--- src/rtl/level_sequencer.sv ---
// level_sequencer: game controller that picks the active level, drives its reset,
// turns key presses into jump pulses and handles death, checkpoint and win.
module level_sequencer #(
  parameter int NLV          = 3,
  parameter int FLASH_FRAMES = 30,
  parameter int FW           = 6
) (
  input  logic           clk,
  input  logic           rst,
  input  logic           imgReturn,
  input  logic           key,
  input  logic [NLV-1:0] lvDeath,
  input  logic [NLV-1:0] lvCp,
  output logic [1:0]     lvSel,
  output logic           lvRst,
  output logic           jump,
  output logic           restart,
  output logic [11:0]    topColor,
  output logic [11:0]    midColor,
  output logic [7:0]     deaths,
  output logic           gameWin
);

  typedef enum logic [2:0] {
    IDLE, LOAD, PLAY, DEAD, ADVANCE, WIN
  } state_t;

  state_t        state, state_n;
  logic          key_q, key_rise;
  logic [FW-1:0] fcnt, fcnt_n;
  logic [1:0]    sel_n;
  logic [7:0]    deaths_n;
  logic [11:0]   top_b, mid_b;
  logic [11:0]   top_n, mid_n;

  assign key_rise = key & ~key_q;

  always_comb begin
    state_n  = state;
    sel_n    = lvSel;
    fcnt_n   = fcnt;
    deaths_n = deaths;
    unique case (state)
      IDLE: begin
        sel_n = '0;
        if (key_rise) begin
          state_n  = LOAD;
          deaths_n = '0;
        end
      end
      LOAD: begin
        fcnt_n  = '0;
        state_n = PLAY;
      end
      PLAY: begin
        // death wins over a same-cycle checkpoint
        if (lvDeath[lvSel]) begin
          state_n = DEAD;
          if (deaths != 8'hFF)
            deaths_n = deaths + 8'd1;
        end else if (lvCp[lvSel]) begin
          state_n = ADVANCE;
        end
      end
      DEAD: begin
        if (imgReturn) begin
          if (fcnt == FW'(FLASH_FRAMES - 1)) begin
            state_n = LOAD;
            fcnt_n  = '0;
          end else begin
            fcnt_n = fcnt + FW'(1);
          end
        end
      end
      ADVANCE: begin
        if (lvSel == 2'(NLV - 1)) begin
          state_n = WIN;
        end else begin
          sel_n   = lvSel + 2'd1;
          state_n = LOAD;
        end
      end
      WIN: begin
        if (key_rise) begin
          state_n = IDLE;
          sel_n   = '0;
        end
      end
      default: state_n = IDLE;
    endcase
  end

  always_comb begin
    top_b = '0;
    mid_b = '0;
    case (sel_n)
      2'd0: begin top_b = 12'h00F; mid_b = 12'h0F0; end
      2'd1: begin top_b = 12'hF00; mid_b = 12'h0FF; end
      2'd2: begin top_b = 12'hFF0; mid_b = 12'h808; end
      default: ;
    endcase
    top_n = top_b;
    mid_n = mid_b;
    if (state_n == IDLE || state_n == WIN) begin
      top_n = '0;
      mid_n = '0;
    end else if (state_n == DEAD && fcnt_n[2]) begin
      top_n = mid_b;
      mid_n = top_b;
    end
  end

  always_ff @(posedge clk) begin
    if (!rst) begin
      state    <= IDLE;
      key_q    <= 1'b0;
      fcnt     <= '0;
      lvSel    <= '0;
      lvRst    <= 1'b0;
      jump     <= 1'b0;
      restart  <= 1'b0;
      topColor <= '0;
      midColor <= '0;
      deaths   <= '0;
      gameWin  <= 1'b0;
    end else begin
      state    <= state_n;
      key_q    <= key;
      fcnt     <= fcnt_n;
      lvSel    <= sel_n;
      lvRst    <= (state_n == PLAY) || (state_n == DEAD) ||
                  (state_n == ADVANCE);
      jump     <= (state == PLAY) && key_rise;
      restart  <= (state_n == DEAD);
      topColor <= top_n;
      midColor <= mid_n;
      deaths   <= deaths_n;
      gameWin  <= (state_n == WIN);
    end
  end

endmodule

--- config.mk ---
export PLATFORM = sky130hd
export DESIGN_NAME = level_sequencer
export DESIGN_NICKNAME = d
export VERILOG_FILES = /design/src/rtl/level_sequencer.sv
export SDC_FILE = /design/constraint.sdc
export NUM_CORES = 1
export LEC_CHECK = 0
export ABC_AREA = 1
export BUFFER_PORTS_ARGS = -buffer_cell sky130_fd_sc_hd__buf_2
export CORE_ASPECT_RATIO = 1.25
export CORE_UTILIZATION = 55
export CTS_CLUSTER_SIZE = 8
export DETAILED_ROUTE_END_ITERATION = 10
export GPL_TIMING_DRIVEN = 0
export PLACE_DENSITY_LB_ADDON = 0.1
export SKIP_CTS_REPAIR_TIMING = 1
export SLEW_MARGIN = 5
export SYNTH_ARGS = -nofsm -noshare
export SYNTH_HDL_FRONTEND = slang
export SYNTH_SLANG_ARGS = --single-unit
--- constraint.sdc ---
create_clock -name clk -period 3 [get_ports clk]
set_input_delay 0 -clock clk [delete_from_list [all_inputs] [get_ports clk]]
set_output_delay 0 -clock clk [all_outputs]
set_load 0.03 [all_outputs]
==> summary.md, run 1 <==
| Metric | Value |
|---|---|
| Remaining Overflow, GRT | 0 |
| Failing checks | hold timing |
| Cell mode on critical path | inv_1 |
| Syn_area_per_cell | 6.98 um2 |
| Fin. max-slew vios | 0 |
| WP data required | 3240 ps |
| CTS tree | built |
| #FFs+latches synth | 34 |
| Tcrit/Tclk final | 0.679 |
| Area contributors post-synth | dfxtp_1 37%, nand2_1 13%, inv_1 7.7% |
| Routed len/inst | 10.2 um |
| Synth top area share | 0.367 |
| CTS Buf Count | 5 |
| Min Hold Slack | -3.05 ps |
| ANT cells | 0 |
| Boundary pin count | 48 |
| Largest net degree at the start of global routing | 12 |
| Worst Hold Class | input pin to flop |
| Max-Cap Viols | 0 |
| Power, Total | 1270 uW |
| Mapped cell area | 0.00186 mm2 |
| Leak Pwr | 0.00124 uW |
| Wirelength, routed | 3680 um |
| Worst Max-Slew Pin Slew | 489 ps |
| RSZ-0062 raised after global routing | no |
| Primary FF master, synth | dfxtp_1 |
| Critical path launch point type | flop |
| Clock latency on the worst-skew pair | 290 ps |
| CP max stage delay | 430 ps |
| Number of clock sinks | 34 |
| Fmax | 491 MHz |
| Final ANT Viol Nets | 0 |
| Initial Utilization | 0.576 |
| Critical path cell sequence | inv_1 > ha_1 > a22oi_1 > ha_1 > inv_1 > o21ai_1 > nand2_1 > nand2_1 > inv_1 |
| Yosys warns | 0 |
| Status | finished, violations left |
| Library cells used by synthesis | 31 |
| Most common cell in the netlist | nand2_1 |
| Post-synth top cells | 66 x nand2_1, 38 x inv_1, 34 x dfxtp_1 |
| Share of cells above drive strength 1 | 0.272 |
| Die ar. | 0.00361 mm2 |
| Pwr per Cell Area | 551 mW/mm2 |
| CP max stage cell | a22oi_1 |
| Initial DRC count | 29 |
| Synth area leader | dfxtp_1 |
| Worst setup EP type | flop |
| Post-Syn Nets | 284 |
| Post-synthesis instance total | 266 |
| Async SR Flop Fraction | 0 |
| First-pass GRT wire length | 6180 um |
| Clock Skew | 3.03 ps |
| Peak VDD IR | 0.457 mV |
| Number of global-route vias before repair | 1516 |
| Core Area | 0.00322 mm2 |
| Fin crit period | 2040 ps |
| CTS Buffer Depth | 2 |
| Initial antenna violation count | 0 |
| Hold Violations, Final | 1 |
| Post-synthesis sequential area ratio | 0.367 |
| RD Place Congestion | 0.823 |
| Site Rows | 23 |
| Final setup fails | 0 |
| Root buffer cell | clkbuf_8 |
| P&R area growth vs syn | 23.9% |
| Max FO, Critical Path | 6 |
| H-tree depth | 2 |
| Remaining DRCs | 0 |
| Setup CP Type | flop to flop |
| Dpl hpwl | 2720 um |
| Input/output buffers | 47 |
| Total negative slack | 0 ps |
| Final Net Count | 340 |
| Vias/cell | 4.88 |
| Die X | 54.0 um |
| Slew margin rel. | 0.674 |
| Chip height | 66.9 um |
| CP arrival | 2270 ps |
| Clk slew on worst S/H paths | 70 ps |
| Number of flops mapped to enable cells by yosys | 0 |
| First-pass iteration count of the detailed router | 4 |
| Vias | 1756 |
| GRT Overall Usage | 0.237 |
where the power goes:
group          internal [uW]  leakage [uW]  switching, uW  total, uW
Combinational           85.4      0.000897            175        261
Sequential               471      0.000276           16.0        487
Clock                    354     0.0000714            165        519
area by class of cell:
type | instances | area [um2]
flip-flops and latches | 34 | 681
plain buffers | 16 | 120
inverters | 42 | 158
well taps | 37 | 46.3
multi-input cells | 174 | 897
clock buffers | 6 | 82.6
fillers | 299 | 923
repair buffers | 49 | 255
clock inverters | 2 | 60.1
sequential cells by signal (all words and copies together), names as in the netlist:
register and count:
lvSel 2, lvRst 1, topColor 5, restart 1
jump 1, deaths 8, key_q 1, fcnt 6
midColor 5, state 3, gameWin 1
kinds of logic (layout without fill, tap and decap cells):
family	count (synthesis)	count (layout)	synth area share
simple gates	129	129	0.317
buf+inv	58	115	0.150
xor+xnor	3	3	0.0142
compound gates	34	34	0.0985
fa+ha+maj	8	8	0.0539
flops	34	34	0.367
placed cells by master, fill, tap and decap left out, drive strengths merged, types with 2 or more instances in the layout:
cell and instances:
buf 62, nand2 72, inv 41, dfxtp 34
dlygate4sd3 2, clkbuf 7, o21ai 13, a21oi 17
bufinv 2, xor2 2, nor2 29, nand3 19
nor3 6, ha 8
worst max-delay path, delay by kind of cell (launching register included):
family,cells,cell delay [ps]
buf+inv,3,280
flops,1,410
compound gates,2,530
simple gates,2,110
fa+ha+maj,2,660
per-layer routing:
| layer | vias up | GRT usage | routed length, um |
|---|---|---|---|
| met1 | 774 | 0.251 | 1590 |
| li1 | 935 | - | - |
| met2 | 37 | 0.418 | 1870 |
| met5 | - | 0 | 0 |
| met4 | 0 | 0.105 | 93 |
| met3 | 10 | 0.0639 | 134 |
per-stage QoR:
step | setup WS (ps) | utilization | std cells | area [um2]
CTS | 941 | 0.707 | 358 | 2280
global placement | 999 | 0.663 | 350 | 2140
finish | 963 | 0.714 | 360 | 2300
floorplan | 1010 | - | 266 | 1860
global route | 761 | 0.714 | 360 | 2300
detailed placement | 987 | 0.663 | 350 | 2140
final timing paths:
kind / end / from / depth (start not counted) / slack [ps]
setup / recovery: topColor[11]$_SDFF_PP0_ / lvSel[0]$_SDFF_PN0_ / 9 / 960
hold / removal: fcnt[0]$_SDFFE_PN0P_ / rst / 3 / -3
setup reg to reg: topColor[11]$_SDFF_PP0_ / lvSel[0]$_SDFF_PN0_ / 9 / 960
hold reg to reg: jump$_SDFF_PN0_ / key_q$_SDFF_PN0_ / 1 / 440
No activity file was read; power rests on OpenSTA's default activity.
==> run 2, diff against run 1 <==
ABC_AREA = 0   (was 1)
CORE_UTILIZATION = 48   (was 55)
clock period = 1.73 ns   (was 3 ns; I/O delays follow)
==> run 2 against run 1 <==
Effect of this change: the flow finishes with violations (setup timing); setup slack worse by 1200 ps; flip-flop and latch count stayed put; largest cell class unchanged; clock-buffer cell count stayed put; cell count is 2.5% lower; critical endpoint is now midColor[2]$_SDFF_PP0_; clock power is 18% higher; wire length is 46% higher; clock skew is 2.7 ps higher; synthesized area is 4.5% higher; core utilization is 3.3 points higher.
==> summary.md, run 2 <==
| Metric | Value |
|---|---|
| Status | finished, violations left (unchanged) |
| Failing checks | setup timing (was hold timing) |
| Synth area leader | dfxtp_1 (unchanged) |
| Clk network pwr share | 0.310 (was 0.410) |
| Final setup fails | 16 (was 0) |
| Synth top area share | 0.351 (was 0.367) |
| Post-Syn Nets | 236 (was 284) |
| Remaining Overflow, GRT | 0 (unchanged) |
| CTS Buffer Depth | 2 (unchanged) |
| Clk slew on worst S/H paths | 70 ps (about the same) |
| Max reg flops | 8 (unchanged) |
| Most common cell in the netlist | dfxtp_1 (was nand2_1) |
| CP max stage cell | or4bb_1 (was a22oi_1) |
| Slew margin rel. | 0.617 (was 0.674) |
| Yosys warns | 0 (unchanged) |
| Area contributors post-synth | dfxtp_1 35%, buf_4 6.2%, ha_1 5.2% (was dfxtp_1 37%, nand2_1 13%, inv_1 7.7%) |
| Input/output buffers | 46 (was 47) |
| Die ar. | 0.00430 mm2 (was 0.00361 mm2) |
| Multi-input gate area | 0.00134 mm2 (was 897 um2) |
| Final Net Count | 314 (was 340) |
| P&R area growth vs syn | 47.0% (was 23.9%) |
| Placed cell count | 318 (was 350) |
| Site Rows | 25 (was 23) |
| H-tree depth | 2 (unchanged) |
| Post-synth top cells | 34 x dfxtp_1, 18 x nor2_1, 16 x buf_4 (was 66 x nand2_1, 38 x inv_1, 34 x dfxtp_1) |
| Mapped cell area | 0.00194 mm2 (was 0.00186 mm2) |
| RD Place Congestion | 0.896 (was 0.823) |
| GRT Overall Usage | 0.216 (was 0.237) |
| R2R depth | 7 (was 9) |
| CP max stage delay | 550 ps (was 430 ps) |
| Root buffer cell | clkbuf_8 (unchanged) |
| Most frequent cells in the layout | 46 x buf_2, 33 x buf_4, 27 x dfxtp_1, 15 x nor2_1 (was 66 x nand2_1, 47 x buf_2, 38 x inv_1, 34 x dfxtp_1, 24 x nor2_1) |
| CTS Buf Count | 5 (unchanged) |
| Int Pwr | 1340 uW (was 911 uW) |
| Switch share | 0.321 (was 0.281) |
| Clock latency on the worst-skew pair | 290 ps (about the same) |
| Gate power share | 0.273 (was 0.206) |
| Boundary pin count | 48 (unchanged) |
| Initial antenna violation count | 0 (unchanged) |
| Critical path cell sequence | inv_2 > ha_4 > nand4_1 > o31ai_4 > o211ai_4 > or4bb_1 > o221ai_2 (was inv_1 > ha_1 > a22oi_1 > ha_1 > inv_1 > o21ai_1 > nand2_1 > nand2_1 > inv_1) |
| Filler Cell Count | 280 (was 299) |
| Routed len/inst | 15.3 um (was 10.2 um) |
| RSZ-0062 raised after global routing | yes (was no) |
| Initial DRC count | 89 (was 29) |
| Number of global-route vias before repair | 1604 (was 1516) |
| Post-synthesis instance total | 218 (was 266) |
| Primary FF master, synth | dfxtp_1 (unchanged) |
| Worst Max-Slew Pin Slew | 575 ps (was 489 ps) |
| Fin worst setup slack | -278 ps (was 963 ps) |
| Largest net degree at the start of global routing | 12 (unchanged) |
| P_sw | 634 uW (was 356 uW) |
| Critical path launch point type | flop (unchanged) |
| Max FO, Critical Path | 5 (was 6) |
| Leak Pwr | 0.00121 uW (was 0.00124 uW) |
| Post-synthesis sequential area ratio | 0.351 (was 0.367) |
| Clock Skew | 5.74 ps (was 3.03 ps) |
| Wirelength, routed | 5360 um (was 3680 um) |
| Pwr per Cell Area | 693 mW/mm2 (was 551 mW/mm2) |
| First-pass iteration count of the detailed router | 4 (unchanged) |
| Power, Total | 1970 uW (was 1270 uW) |
| ANT cells | 0 (unchanged) |
| Setup CP Type | flop to flop (unchanged) |
| Final ANT Viol Nets | 0 (unchanged) |
| Number of clock sinks | 34 (unchanged) |
| Commonest non-fill, non-tap cell in the layout | buf_2 (was nand2_1) |
| Peak VDD IR | 0.607 mV (was 0.457 mV) |
| Initial Utilization | 0.508 (was 0.576) |
| Vias/cell | 5.56 (was 4.88) |
| Vias | 1952 (was 1756) |
| Sequential share of power | 0.418 (was 0.385) |
| Setup Slack @ Placement | -336 ps (was 987 ps) |
| Syn_area_per_cell | 8.89 um2 (was 6.98 um2) |
| Worst Hold Class | input pin to flop (unchanged) |
| Tcrit/Tclk final | 1.16 (was 0.679) |
| Post-route insts no fill | 351 (was 360) |
| Library cells used by synthesis | 55 (was 31) |
| Max-Cap Viols | 0 (unchanged) |
| Hold Violations, Final | 0 (was 1) |
| Fin. max-slew vios | 0 (unchanged) |
| WHS Path Cells | 3 (unchanged) |
| Core Area | 0.00382 mm2 (was 0.00322 mm2) |
| Async SR Flop Fraction | 0 (unchanged) |
| Number of flops mapped to enable cells by yosys | 0 (unchanged) |
| Chip height | 73.0 um (was 66.9 um) |
| Top Registers | deaths x8, fcnt x6 (unchanged) |
| Remaining DRCs | 0 (unchanged) |
| CP arrival | 2210 ps (was 2270 ps) |
| Worst setup EP type | flop (unchanged) |
| Storage element area | 702 um2 (was 681 um2) |
| Share of cells above drive strength 1 | 0.495 (was 0.272) |
| Die X | 58.8 um (was 54.0 um) |
| CTS tree | built (unchanged) |
| Dpl hpwl | 3250 um (was 2720 um) |
| #FFs+latches synth | 34 (unchanged) |
| WP data required | 1930 ps (was 3240 ps) |
| First-pass GRT wire length | 7010 um (was 6180 um) |
| Biggest register | deaths (unchanged) |
| Fin crit period | 2010 ps (was 2040 ps) |
| Fmax | 498 MHz (was 491 MHz) |
-- run 2: cell count changes after synthesis, moves of 6 or more --
cell / previous run / this run
nand3_1: 17 / 6
or3_1: 0 / 6
nand2_1: 66 / 11
and2_1: 0 / 6
nor2_1: 24 / 18
inv_1: 38 / 10
-- run 2: final timing paths --
path                                        startpoint                      to  slack [ps]
worst min-delay path                               key         jump$_SDFF_PN0_         140
worst max-delay path              fcnt[1]$_SDFFE_PN0P_  midColor[2]$_SDFF_PP0_        -280
worst max register to register    fcnt[1]$_SDFFE_PN0P_  midColor[2]$_SDFF_PP0_        -280
worst min register to register  deaths[1]$_SDFFE_PN0P_  deaths[1]$_SDFFE_PN0P_         520
-- run 2: metrics by stage --
stage               area, um2   util  TNS, ps  hold WS, ps
floorplan                2010      -     -255          122
global placement         2310  0.605    -3190          261
detailed placement       2310  0.605    -3310          261
CTS                      2400  0.629    -3610        -32.4
global route             2850  0.747    -3260          140
finish                   2850  0.747    -2060          138
-- run 2: logic make-up after synthesis --
| logic type | share of synthesized area |
|---|---|
| simple gates | 0.235 |
| compound gates | 0.227 |
| flops | 0.351 |
| buf+inv | 0.0955 |
| fa+ha+maj | 0.0516 |
| xor+xnor | 0.0181 |
| mux | 0.0219 |
-- run 2: power by group through the flow --
| stage | Combinational [uW] | Sequential, uW | Clock (uW) |
|---|---|---|---|
| floorplan | 272 | 883 | 0 |
| CTS | 410 | 826 | 629 |
| finish | 538 | 825 | 611 |
| global placement | 407 | 843 | 0 |
| global route | 569 | 827 | 670 |
| detailed placement | 408 | 845 | 0 |
-- run 2: worst max-delay path, delay by kind of cell, from the launching register on --
kind | cells | cell delay [ps]
and+or+nand+nor | 2 | 760
DFF | 1 | 340
buffers and inverters | 1 | 60
AOI/OAI and AO/OA | 3 | 660
adders and majority gates | 1 | 110
-- run 2: final cells by class --
cell class	count	area share
Sequential cell	34	0.246
Clock inverter	2	0.00395
Tap cell	54	0.0237
Inverter	11	0.0162
Multi-Input combinational cell	154	0.471
Clock buffer	6	0.0290
Timing Repair Buffer	70	0.155
Buffer	20	0.0553
-- run 2: per-layer routing --
| layer | GRT usage | routed length, um | share of wire |
|---|---|---|---|
| met5 | 0 | 0 | 0 |
| met1 | 0.248 | 2170 | 0.40 |
| met4 | 0.0820 | 83 | 0.015 |
| met2 | 0.379 | 2880 | 0.54 |
| met3 | 0.0532 | 230 | 0.043 |
==> run 3, diff against run 2 <==
CORE_UTILIZATION = 55   (was 48)
CTS_BUF_LIST = sky130_fd_sc_hd__clkbuf_4   (was not set)
clock period = 2.5 ns   (was 1.73 ns; I/O delays follow)
==> run 3 against run 2 <==
Effect of this change: the flow now finishes without violations; highest routed layer unchanged; clock-buffer cell count decreased by 1; critical path depth up 1; core utilization fell by 3.8 points.
==> summary.md, run 3 (synthesis results as in run 2) <==
| Metric | Value |
|---|---|
| Status | completed (was finished, violations left) |
| Peak VDD IR | 0.544 mV (was 0.607 mV) |
| Remaining DRCs | 0 (unchanged) |
| Vias/cell | 5.67 (was 5.56) |
| Site Rows | 23 (was 25) |
| CTS Buf Count | 5 (unchanged) |
| P_sw | 370 uW (was 634 uW) |
| CP arrival | 2560 ps (was 2210 ps) |
| WP data required | 2770 ps (was 1930 ps) |
| Clk slew on worst S/H paths | 100 ps (was 70 ps) |
| Die ar. | 0.00377 mm2 (was 0.00430 mm2) |
| Most frequent cells in the layout | 47 x buf_2, 34 x dfxtp_1, 18 x nor2_1, 16 x buf_4, 12 x a21oi_1 (was 46 x buf_2, 33 x buf_4, 27 x dfxtp_1, 15 x nor2_1) |
| Max reg flops | 8 (unchanged) |
| Initial DRC count | 43 (was 89) |
| Core Area | 0.00328 mm2 (was 0.00382 mm2) |
| Remaining Overflow, GRT | 0 (unchanged) |
| P&R area growth vs syn | 20.0% (was 47.0%) |
| Commonest non-fill, non-tap cell in the layout | buf_2 (unchanged) |
| WL met3 | 186 um (was 230 um) |
| Max-Cap Viols | 0 (unchanged) |
| Setup CP Type | flop to flop (unchanged) |
| Wirelength, routed | 4080 um (was 5360 um) |
| Share of cells above drive strength 1 | 0.308 (was 0.495) |
| Worst Hold Class | input pin to flop (unchanged) |
| Clock Skew | 5.60 ps (was 5.74 ps) |
| Total negative slack | 0 ps (was -2060 ps) |
| Sequential share of power | 0.428 (was 0.418) |
| Metal-1 WL | 1780 um (was 2170 um) |
| Power, Total | 1340 uW (was 1970 uW) |
| Max FO, Critical Path | 9 (was 5) |
| Pwr per Cell Area | 576 mW/mm2 (was 693 mW/mm2) |
| Top layer in use | met4 (unchanged) |
| Initial Utilization | 0.591 (was 0.508) |
| Input/output buffers | 46 (unchanged) |
| Clk network pwr share | 0.366 (was 0.310) |
| Clock latency on the worst-skew pair | 330 ps (was 290 ps) |
| Biggest register | deaths (unchanged) |
| Worst Max-Slew Pin Slew | 661 ps (was 575 ps) |
| Finished Core Util | 0.709 (was 0.747) |
| Switch share | 0.277 (was 0.321) |
| Dpl hpwl | 3130 um (was 3250 um) |
| Fmax | 436 MHz (was 498 MHz) |
| Gate power share | 0.206 (was 0.273) |
| Int Pwr | 968 uW (was 1340 uW) |
| RSZ-0062 raised after global routing | no (was yes) |
| Initial antenna violation count | 0 (unchanged) |
| Fin. max-slew vios | 0 (unchanged) |
| Critical path launch point type | flop (unchanged) |
| Worst setup EP type | flop (unchanged) |
| Hold Violations, Final | 0 (unchanged) |
| Number of clock sinks | 34 (unchanged) |
| Largest net degree at the start of global routing | 12 (unchanged) |
| H-tree depth | 2 (unchanged) |
| Leak Pwr | 0.00103 uW (was 0.00121 uW) |
| Root buffer cell | clkbuf_4 (was clkbuf_8) |
| First-pass GRT wire length | 6270 um (was 7010 um) |
| Boundary pin count | 48 (unchanged) |
| Slew margin rel. | 0.559 (was 0.617) |
| Final Net Count | 290 (was 314) |
| Tcrit/Tclk final | 0.917 (was 1.16) |
| CTS Buffer Depth | 2 (unchanged) |
| Number of global-route vias before repair | 1469 (was 1604) |
| GRT Overall Usage | 0.236 (was 0.216) |
| Chip height | 68.4 um (was 73.0 um) |
| Final ANT Viol Nets | 0 (unchanged) |
| First-pass iteration count of the detailed router | 4 (unchanged) |
| Routed len/inst | 13.1 um (was 15.3 um) |
| WHS Path Cells | 3 (unchanged) |
| CTS tree | built (unchanged) |
| Die X | 55.1 um (was 58.8 um) |
| Final setup fails | 0 (was 16) |
| Vias | 1759 (was 1952) |
| ANT cells | 0 (unchanged) |
| Top Registers | deaths x8, fcnt x6 (unchanged) |
| R2R depth | 8 (was 7) |
| Fin crit period | 2290 ps (was 2010 ps) |
| Routed wl met2 | 2070 um (was 2880 um) |
| RD Place Congestion | 0.836 (was 0.896) |
-- run 3: worst max-delay path, stage by stage, from the launching register on --
cell,delay [ps]
dfxtp_1,490
inv_1,150
ha_1,230
a32oi_1,440
inv_1,100
ha_1,300
nor2_1,180
nand4_1,200
nand3_1,150
-- run 3: cell type report --
| cell class | instances | area, um2 |
|---|---|---|
| sequential | 34 | 681 |
| clock buffer | 5 | 37.5 |
| inverter | 11 | 41.3 |
| multi-input combinational | 153 | 1070 |
| buffer | 20 | 144 |
| timing repair buffer | 47 | 240 |
| fill | 275 | 955 |
| clock inverter | 3 | 63.8 |
| tap | 37 | 46.3 |
-- run 3: final timing paths --
kind	from	end	slack (ps)
max	lvSel[0]$_SDFF_PN0_	midColor[11]$_SDFF_PP0_	210
max reg2reg	lvSel[0]$_SDFF_PN0_	midColor[11]$_SDFF_PP0_	210
min reg2reg	deaths[7]$_SDFFE_PN0P_	deaths[7]$_SDFFE_PN0P_	500
min	rst	deaths[0]$_SDFFE_PN0P_	130
-- run 3: power by group through the flow --
stage / combinational, uW / clock, uW / sequential (uW)
global route: 300 / 527 / 576
detailed placement: 272 / 0 / 586
global placement: 270 / 0 / 585
CTS: 273 / 504 / 574
floorplan: 180 / 0 / 613
finish: 275 / 490 / 573
-- run 3: routing by layer --
layer / GRT usage / vias up
li1: - / 897
met1: 0.256 / 804
met2: 0.422 / 52
met3: 0.0667 / 6
met4: 0.0844 / 0
met5: 0 / -
-- run 3: metrics by stage --
stage | instances | instance area [um2] | hold WS (ps) | worst slack (ps)
detailed placement | 301 | 2210 | 262 | 240
CTS | 309 | 2320 | -92.0 | 206
floorplan | 218 | 1940 | 122 | 268
finish | 310 | 2330 | 133 | 206
global route | 310 | 2330 | 132 | 43.6
global placement | 301 | 2210 | 260 | 262
